### src/rtl/lcd_write_sequencer_if.sv
// CPU-to-LCD byte write handshake: the CPU store path offers a byte, the sequencer accepts it.
interface lcd_write_sequencer_if;
  logic       wr_valid;
  logic       wr_rs;
  logic [7:0] wr_data;
  logic       wr_ready;

  modport master (
    output wr_valid,
    output wr_rs,
    output wr_data,
    input  wr_ready
  );

  modport slave (
    input  wr_valid,
    input  wr_rs,
    input  wr_data,
    output wr_ready
  );
endinterface

### src/rtl/lcd_write_sequencer.sv
// Sole driver of the 4-bit character-LCD pins: power-on init, configuration, then CPU bytes
// emitted as two timed nibble strobes with a post-byte wait.
module lcd_write_sequencer #(
  parameter int unsigned SETUP_CYC      = 2,
  parameter int unsigned E_HIGH_CYC     = 12,
  parameter int unsigned NIB_GAP_CYC    = 50,
  parameter int unsigned CMD_WAIT_CYC   = 2000,
  parameter int unsigned CLR_WAIT_CYC   = 82000,
  parameter int unsigned PWR_WAIT_CYC   = 750000,
  parameter int unsigned INIT_WAIT1_CYC = 205000,
  parameter int unsigned INIT_WAIT2_CYC = 5000
) (
  input  logic                  clk,
  input  logic                  rst,
  lcd_write_sequencer_if.slave  wr,
  output logic                  init_done,
  output logic                  lcd_rs,
  output logic                  lcd_rw,
  output logic                  lcd_e,
  output logic [3:0]            sf_d
);

  // Counter reload values: a state lasts N cycles when loaded with N-1.
  localparam logic [19:0] LdSetup = 20'(SETUP_CYC - 1);
  localparam logic [19:0] LdEHigh = 20'(E_HIGH_CYC - 1);
  localparam logic [19:0] LdGap   = 20'(NIB_GAP_CYC - 1);
  localparam logic [19:0] LdCmd   = 20'(CMD_WAIT_CYC - 1);
  localparam logic [19:0] LdClr   = 20'(CLR_WAIT_CYC - 1);
  localparam logic [19:0] LdPwr   = 20'(PWR_WAIT_CYC - 1);
  localparam logic [19:0] LdInit1 = 20'(INIT_WAIT1_CYC - 1);
  localparam logic [19:0] LdInit2 = 20'(INIT_WAIT2_CYC - 1);

  typedef enum logic [2:0] {
    StPwr,
    StSetup,
    StEHigh,
    StGap,
    StWait,
    StIdle
  } state_e;

  state_e      state_q, state_d;
  logic [19:0] cnt_q, cnt_d;
  logic [3:0]  step_q, step_d;       // 0..3 init nibbles, 4..7 config bytes, 8 user byte
  logic [7:0]  byte_q, byte_d;
  logic        rs_q, rs_d;
  logic        hi_q, hi_d;           // upper nibble of a byte is in flight
  logic        is_byte_q, is_byte_d;
  logic [3:0]  sf_d_q, sf_d_d;
  logic        lcd_rs_q, lcd_rs_d;
  logic        lcd_e_q, lcd_e_d;
  logic        lcd_rw_q;
  logic        ready_q, ready_d;
  logic        init_done_q, init_done_d;

  logic        cnt_done;
  logic [3:0]  step_nx;
  logic [7:0]  cfg_byte;
  logic [19:0] post_wait;

  assign cnt_done = (cnt_q == 20'd0);
  assign step_nx  = step_q + 4'd1;

  always_comb begin
    cfg_byte = 8'h01;
    case (step_nx)
      4'd4:    cfg_byte = 8'h28;
      4'd5:    cfg_byte = 8'h06;
      4'd6:    cfg_byte = 8'h0C;
      default: cfg_byte = 8'h01;
    endcase
  end

  // Clear and return-home commands need the long wait; init nibbles have their own waits.
  always_comb begin
    post_wait = LdCmd;
    if (is_byte_q) begin
      if (!rs_q && (byte_q == 8'h01 || byte_q == 8'h02)) begin
        post_wait = LdClr;
      end
    end else begin
      case (step_q)
        4'd0:    post_wait = LdInit1;
        4'd1:    post_wait = LdInit2;
        default: post_wait = LdCmd;
      endcase
    end
  end

  always_comb begin
    state_d   = state_q;
    cnt_d     = cnt_done ? cnt_q : cnt_q - 20'd1;
    step_d    = step_q;
    byte_d    = byte_q;
    rs_d      = rs_q;
    hi_d      = hi_q;
    is_byte_d = is_byte_q;
    sf_d_d    = sf_d_q;
    lcd_rs_d  = lcd_rs_q;

    case (state_q)
      StPwr: begin
        if (cnt_done) begin
          step_d    = 4'd0;
          is_byte_d = 1'b0;
          rs_d      = 1'b0;
          state_d   = StSetup;
          cnt_d     = LdSetup;
          sf_d_d    = 4'h3;
          lcd_rs_d  = 1'b0;
        end
      end
      StSetup: begin
        if (cnt_done) begin
          state_d = StEHigh;
          cnt_d   = LdEHigh;
        end
      end
      StEHigh: begin
        if (cnt_done) begin
          if (is_byte_q && hi_q) begin
            state_d = StGap;
            cnt_d   = LdGap;
          end else begin
            state_d = StWait;
            cnt_d   = post_wait;
          end
        end
      end
      StGap: begin
        if (cnt_done) begin
          hi_d     = 1'b0;
          state_d  = StSetup;
          cnt_d    = LdSetup;
          sf_d_d   = byte_q[3:0];
          lcd_rs_d = rs_q;
        end
      end
      StWait: begin
        if (cnt_done) begin
          if (step_q < 4'd3) begin
            step_d   = step_nx;
            state_d  = StSetup;
            cnt_d    = LdSetup;
            sf_d_d   = (step_q == 4'd2) ? 4'h2 : 4'h3;
            lcd_rs_d = 1'b0;
          end else if (step_q < 4'd7) begin
            step_d    = step_nx;
            byte_d    = cfg_byte;
            rs_d      = 1'b0;
            is_byte_d = 1'b1;
            hi_d      = 1'b1;
            state_d   = StSetup;
            cnt_d     = LdSetup;
            sf_d_d    = cfg_byte[7:4];
            lcd_rs_d  = 1'b0;
          end else begin
            state_d = StIdle;
          end
        end
      end
      StIdle: begin
        if (wr.wr_valid) begin
          step_d    = 4'd8;
          byte_d    = wr.wr_data;
          rs_d      = wr.wr_rs;
          is_byte_d = 1'b1;
          hi_d      = 1'b1;
          state_d   = StSetup;
          cnt_d     = LdSetup;
          sf_d_d    = wr.wr_data[7:4];
          lcd_rs_d  = wr.wr_rs;
        end
      end
      default: begin
        state_d = StPwr;
        cnt_d   = LdPwr;
      end
    endcase

    lcd_e_d     = (state_d == StEHigh);
    ready_d     = (state_d == StIdle);
    init_done_d = init_done_q | (state_d == StIdle);
  end

  always_ff @(posedge clk) begin
    if (rst) begin
      state_q     <= StPwr;
      cnt_q       <= LdPwr;
      step_q      <= 4'd0;
      byte_q      <= 8'h00;
      rs_q        <= 1'b0;
      hi_q        <= 1'b0;
      is_byte_q   <= 1'b0;
      sf_d_q      <= 4'h0;
      lcd_rs_q    <= 1'b0;
      lcd_e_q     <= 1'b0;
      lcd_rw_q    <= 1'b0;
      ready_q     <= 1'b0;
      init_done_q <= 1'b0;
    end else begin
      state_q     <= state_d;
      cnt_q       <= cnt_d;
      step_q      <= step_d;
      byte_q      <= byte_d;
      rs_q        <= rs_d;
      hi_q        <= hi_d;
      is_byte_q   <= is_byte_d;
      sf_d_q      <= sf_d_d;
      lcd_rs_q    <= lcd_rs_d;
      lcd_e_q     <= lcd_e_d;
      lcd_rw_q    <= 1'b0;
      ready_q     <= ready_d;
      init_done_q <= init_done_d;
    end
  end

  assign wr.wr_ready = ready_q;
  assign init_done   = init_done_q;
  assign lcd_rs      = lcd_rs_q;
  assign lcd_rw      = lcd_rw_q;
  assign lcd_e       = lcd_e_q;
  assign sf_d        = sf_d_q;

endmodule

### src/flat_wrapper.sv
// flat-port wrapper written by rule: the top's interface ports become plain ports
module lcd_write_sequencer_flat 
#(
  parameter int unsigned SETUP_CYC      = 2,
  parameter int unsigned E_HIGH_CYC     = 12,
  parameter int unsigned NIB_GAP_CYC    = 50,
  parameter int unsigned CMD_WAIT_CYC   = 2000,
  parameter int unsigned CLR_WAIT_CYC   = 82000,
  parameter int unsigned PWR_WAIT_CYC   = 750000,
  parameter int unsigned INIT_WAIT1_CYC = 205000,
  parameter int unsigned INIT_WAIT2_CYC = 5000
)
  (clk, rst, init_done, lcd_rs, lcd_rw, lcd_e, sf_d, wr_wr_valid, wr_wr_rs, wr_wr_data, wr_wr_ready);
  lcd_write_sequencer_if wr_i ();
  input  logic clk;
  input  logic rst;
  output logic init_done;
  output logic lcd_rs;
  output logic lcd_rw;
  output logic lcd_e;
  output logic [3:0] sf_d;
  input wire logic [$bits(wr_i.wr_valid)-1:0] wr_wr_valid;
  input wire logic [$bits(wr_i.wr_rs)-1:0] wr_wr_rs;
  input wire logic [$bits(wr_i.wr_data)-1:0] wr_wr_data;
  output wire logic [$bits(wr_i.wr_ready)-1:0] wr_wr_ready;
  assign wr_i.wr_valid = wr_wr_valid;
  assign wr_i.wr_rs = wr_wr_rs;
  assign wr_i.wr_data = wr_wr_data;
  assign wr_wr_ready = wr_i.wr_ready;
  lcd_write_sequencer #(.SETUP_CYC(SETUP_CYC), .E_HIGH_CYC(E_HIGH_CYC), .NIB_GAP_CYC(NIB_GAP_CYC), .CMD_WAIT_CYC(CMD_WAIT_CYC), .CLR_WAIT_CYC(CLR_WAIT_CYC), .PWR_WAIT_CYC(PWR_WAIT_CYC), .INIT_WAIT1_CYC(INIT_WAIT1_CYC), .INIT_WAIT2_CYC(INIT_WAIT2_CYC)) u_core (.clk(clk), .rst(rst), .wr(wr_i), .init_done(init_done), .lcd_rs(lcd_rs), .lcd_rw(lcd_rw), .lcd_e(lcd_e), .sf_d(sf_d));
endmodule
### config.mk
export PLATFORM = sky130hd
export DESIGN_NAME = lcd_write_sequencer_flat
export DESIGN_NICKNAME = d
export VERILOG_FILES = /design/src/rtl/lcd_write_sequencer_if.sv /design/src/rtl/lcd_write_sequencer.sv /design/src/flat_wrapper.sv
export SDC_FILE = /design/constraint.sdc
export NUM_CORES = 1
export LEC_CHECK = 0
export CAP_MARGIN = 20
export CORE_ASPECT_RATIO = 0.8
export CORE_MARGIN = 2
export CORE_UTILIZATION = 26
export CTS_BUF_LIST = sky130_fd_sc_hd__clkbuf_4
export CTS_CLUSTER_DIAMETER = 150
export DETAILED_ROUTE_END_ITERATION = 10
export PLACE_DENSITY_LB_ADDON = 0.08
export REMOVE_ABC_BUFFERS = 1
export SLEW_MARGIN = 25
export SYNTH_ARGS = -nofsm -noshare
export SYNTH_HDL_FRONTEND = slang
export SYNTH_SLANG_ARGS = --single-unit
### constraint.sdc
create_clock -name clk -period 7.1 [get_ports clk]
set_clock_uncertainty 0.2 [all_clocks]
set_input_delay 1.42 -clock clk [delete_from_list [all_inputs] [get_ports clk]]
set_output_delay 1.42 -clock clk [all_outputs]
set_load 0.01 [all_outputs]
==> flow_summary.toml <==
[finish]
drive_gt1_frac = 0.07202
mostFrequentLayoutCell = "dfxtp_1"
antenna_diode_count = 0
syn2layout_area_growth_pct = 13.40
num-fill-cells = 1175
design.final.nets = 379
mostFrequentLayoutCells = "dfxtp_1 (46), nor2_1 (33), nand2_1 (27), nor3_1 (24), clkdlybuf4s50_1 (19)"

[placed_design]
finalWeightedCongestion = 0.8408
placement.io_buffers = 19
detailedPlacementHpwl_um = 6916

[route]
drt.antenna.violating_nets = 0
routedWlPerCell_um = 18.47
drc = 0
vias = 2712
drt_pass1_iterations = 5
vias_per_cell = 5.370
wl_um = 9328
drt_iter0_markers = 185

[global_route]
grt_pass1_vias = 2563
antenna_found_initial = 0
globalRouteOverflowTotal = 0
gr-usage-all-layers = 0.1625
global_route_wire_length_before_repair_um = 14770
largest_net_degree_at_the_start_of_global_routing = 25

[synth]
yosysUniqueCellTypes = 61
post-synth-top-area-cell = "dfxtp_1"
post_synth.cell_area_avg_um2 = 8.085
synth_sequential_area_ratio = 0.3245
post_synth_main_area_contributors = "dfxtp_1 (32%), nor2_1 (4.4%), nor3_1 (4.2%), xnor2_1 (4.0%), nand2_1 (3.6%)"
synth_edf_count = 0
ys.flop_type = "dfxtp_1"
async_flop_share = 0
ys.warnings.count = 0
cell_area_after_technology_mapping_um2 = 2838
synth_top_area_share = 0.3245
post_synth_inst_count = 351
synth_seq_cells = 46

[setup_path]
worst_path_max_delay_cell = "a31oi_1"
critical_path_required_ns = 7.18
crit_path_start = "wr_wr_valid"
timing.critical_path.arrival_ns = 3.33
crit_chain = "clkdlybuf4s50_1, a21o_1, a31oi_1, o21ai_0, o32ai_1"
worstSetupStartpointType = "primary input"
worstSetupPathType = "in2reg"
delay_of_the_slowest_critical_path_stage_ns = 0.69
crit_buf_inv = 1
endpoint_kind = "register"
critical_path.top_delay_family = "compound AO/OA/AOI/OAI gates"
worst_r2r_src = "u_core.cnt_q[0]"
timing.critical_path.fanout_max = 9

[pwr]
peakVddDrop_mv = 0.08280
totalPowerFinal_mw = 0.4511
static-leakage-power_nw = 0.9995
power-per-cell-area_nw_per_um2 = 140.2

[timing]
drv_slew = 0
fin_tns_setup_ns = 0
final_period_minus_worst_setup_slack_ns = 3.258
rsz_0062_raised_after_global_routing = "false"
timing_hold_violations_final = 0
slew_headroom = 0.3558
report.final.setup_viol = 0
worstMarginPinSlew_ns = 0.9642
period_share = 0.4588
fmax_mhz = 307.0
hold_slack_ns = 0.2849

[clocking]
cts_buffers = 5
insertion_delay_ns = 0.39
cts.htree.levels = 2
tritoncts = "yes"
ctsLongestPathBuffers = 2
cts_sinks = 46
cts-root-buf = "clkbuf_4"
post_cts_resized = 0
post_cts_hold_buffer_count = 0
post_cts_buffers = 0
cts.clk_slew.worst_paths_ns = 0.14

[hold_path]
hold_start = "u_core.init_done"
worst_hold_path_type = "reg2reg"

[floorplanning]
core_area_um2 = 10760
dieWidth_um = 120.8
io_pins = 21
initial_utilization = 0.2637
die_height_um = 97.44
design.die.area_um2 = 11770
floorplan.rows = 34

[outcome]
outcome = "finished clean"

[job]
max-cap-violations = 0
[state kept, by name, summed over array words and instances, names as in the netlist, 3 cells and up]
signal          count
u_core.sf_d         4
u_core.step_q       4
u_core.byte_q       8
u_core.state_q      3
u_core.cnt_q       20
[power breakdown]
part / switching (mW) / total (mW) / internal [mW]
Combinational: 0.0113 / 0.0210 / 0.00971
Clock: 0.0959 / 0.169 / 0.0731
Sequential: 0.00137 / 0.261 / 0.260
[metrics by stage]
stage,worst slack (ns),instance area [µm²],utilization,cells
2_1_floorplan,4.450,2748,-,331
3_3_place_gp,3.510,3141,0.2918,497
3_5_place_dp,3.492,3141,0.2918,497
4_1_cts,3.901,3218,0.2990,505
5_1_grt,3.721,3218,0.2990,505
6_report,3.842,3218,0.2990,505
[cell usage after synthesis (3+ instances only)]
master	number
dfxtp_1	46
nor2_1	33
nand2_1	27
nor3_1	24
a21oi_1	17
clkbuf_1	17
inv_1	13
xnor2_1	13
o21ai_0	12
nand3_1	9
o211ai_1	9
nor4_1	8
ha_1	7
nand4_1	6
a211oi_1	5
a31oi_1	5
nor3b_1	5
or4_1	5
a21o_1	4
a22oi_1	4
and2_1	4
o221ai_1	4
o31ai_1	4
or2_2	4
or3_1	4
a222oi_1	3
a311oi_1	3
nor2b_1	3
nor4b_1	3
o22ai_1	3
[metal layers]
layer	vias up	part of all wire	track usage
met3	11	0.060	0.03756
li1	1343	-	-
met5	-	0	0
met1	1271	0.53	0.2562
met4	0	0.018	0.04830
met2	87	0.39	0.2130
[path summary, 6_finish.rpt]
path / endpoint / slack, ns / cells past startpoint
worst max-delay path: u_core.cnt_q[4] / 3.84 / 5
worst min-delay path: u_core.init_done / 0.28 / 1
worst max register to register: u_core.cnt_q[0] / 4.08 / 10
worst min register to register: u_core.init_done / 0.28 / 1
[worst register-to-register path, stage by stage (launching register included)]
cell,delay (ns)
dfxtp_1,0.36
inv_1,0.11
ha_1,0.17
nor3b_1,0.43
nand4_1,0.24
nor2_1,0.45
inv_1,0.26
ha_1,0.36
inv_1,0.04
a311o_1,0.26
o2111ai_1,0.07
[layout make-up]
cell class | count | area [µm²] | share of cell area
multi-input combinational | 272 | 1778 | 0.5525
sequential | 46 | 920.9 | 0.2862
timing repair buffer | 22 | 212.7 | 0.06610
tap | 144 | 180.2 | 0.05599
inverter | 13 | 48.80 | 0.01516
clock inverter | 3 | 40.04 | 0.01244
clock buffer | 5 | 37.54 | 0.01166
[cell families (layout without fill, tap and decap cells)]
| kind of cell | Yosys count | after routing | synth area share |
|---|---|---|---|
| AOI/OAI and AO/OA | 99 | 99 | 0.2553 |
| DFF | 46 | 46 | 0.3245 |
| other | 1 | 1 | 0.001321 |
| xor gates and xnor gates | 15 | 15 | 0.04630 |
| buffers and inverters | 33 | 43 | 0.04894 |
| and+or+nand+nor | 150 | 150 | 0.2928 |
| adders and majority gates | 7 | 7 | 0.03086 |
Note: power is estimated with default switching activity, not from simulation.
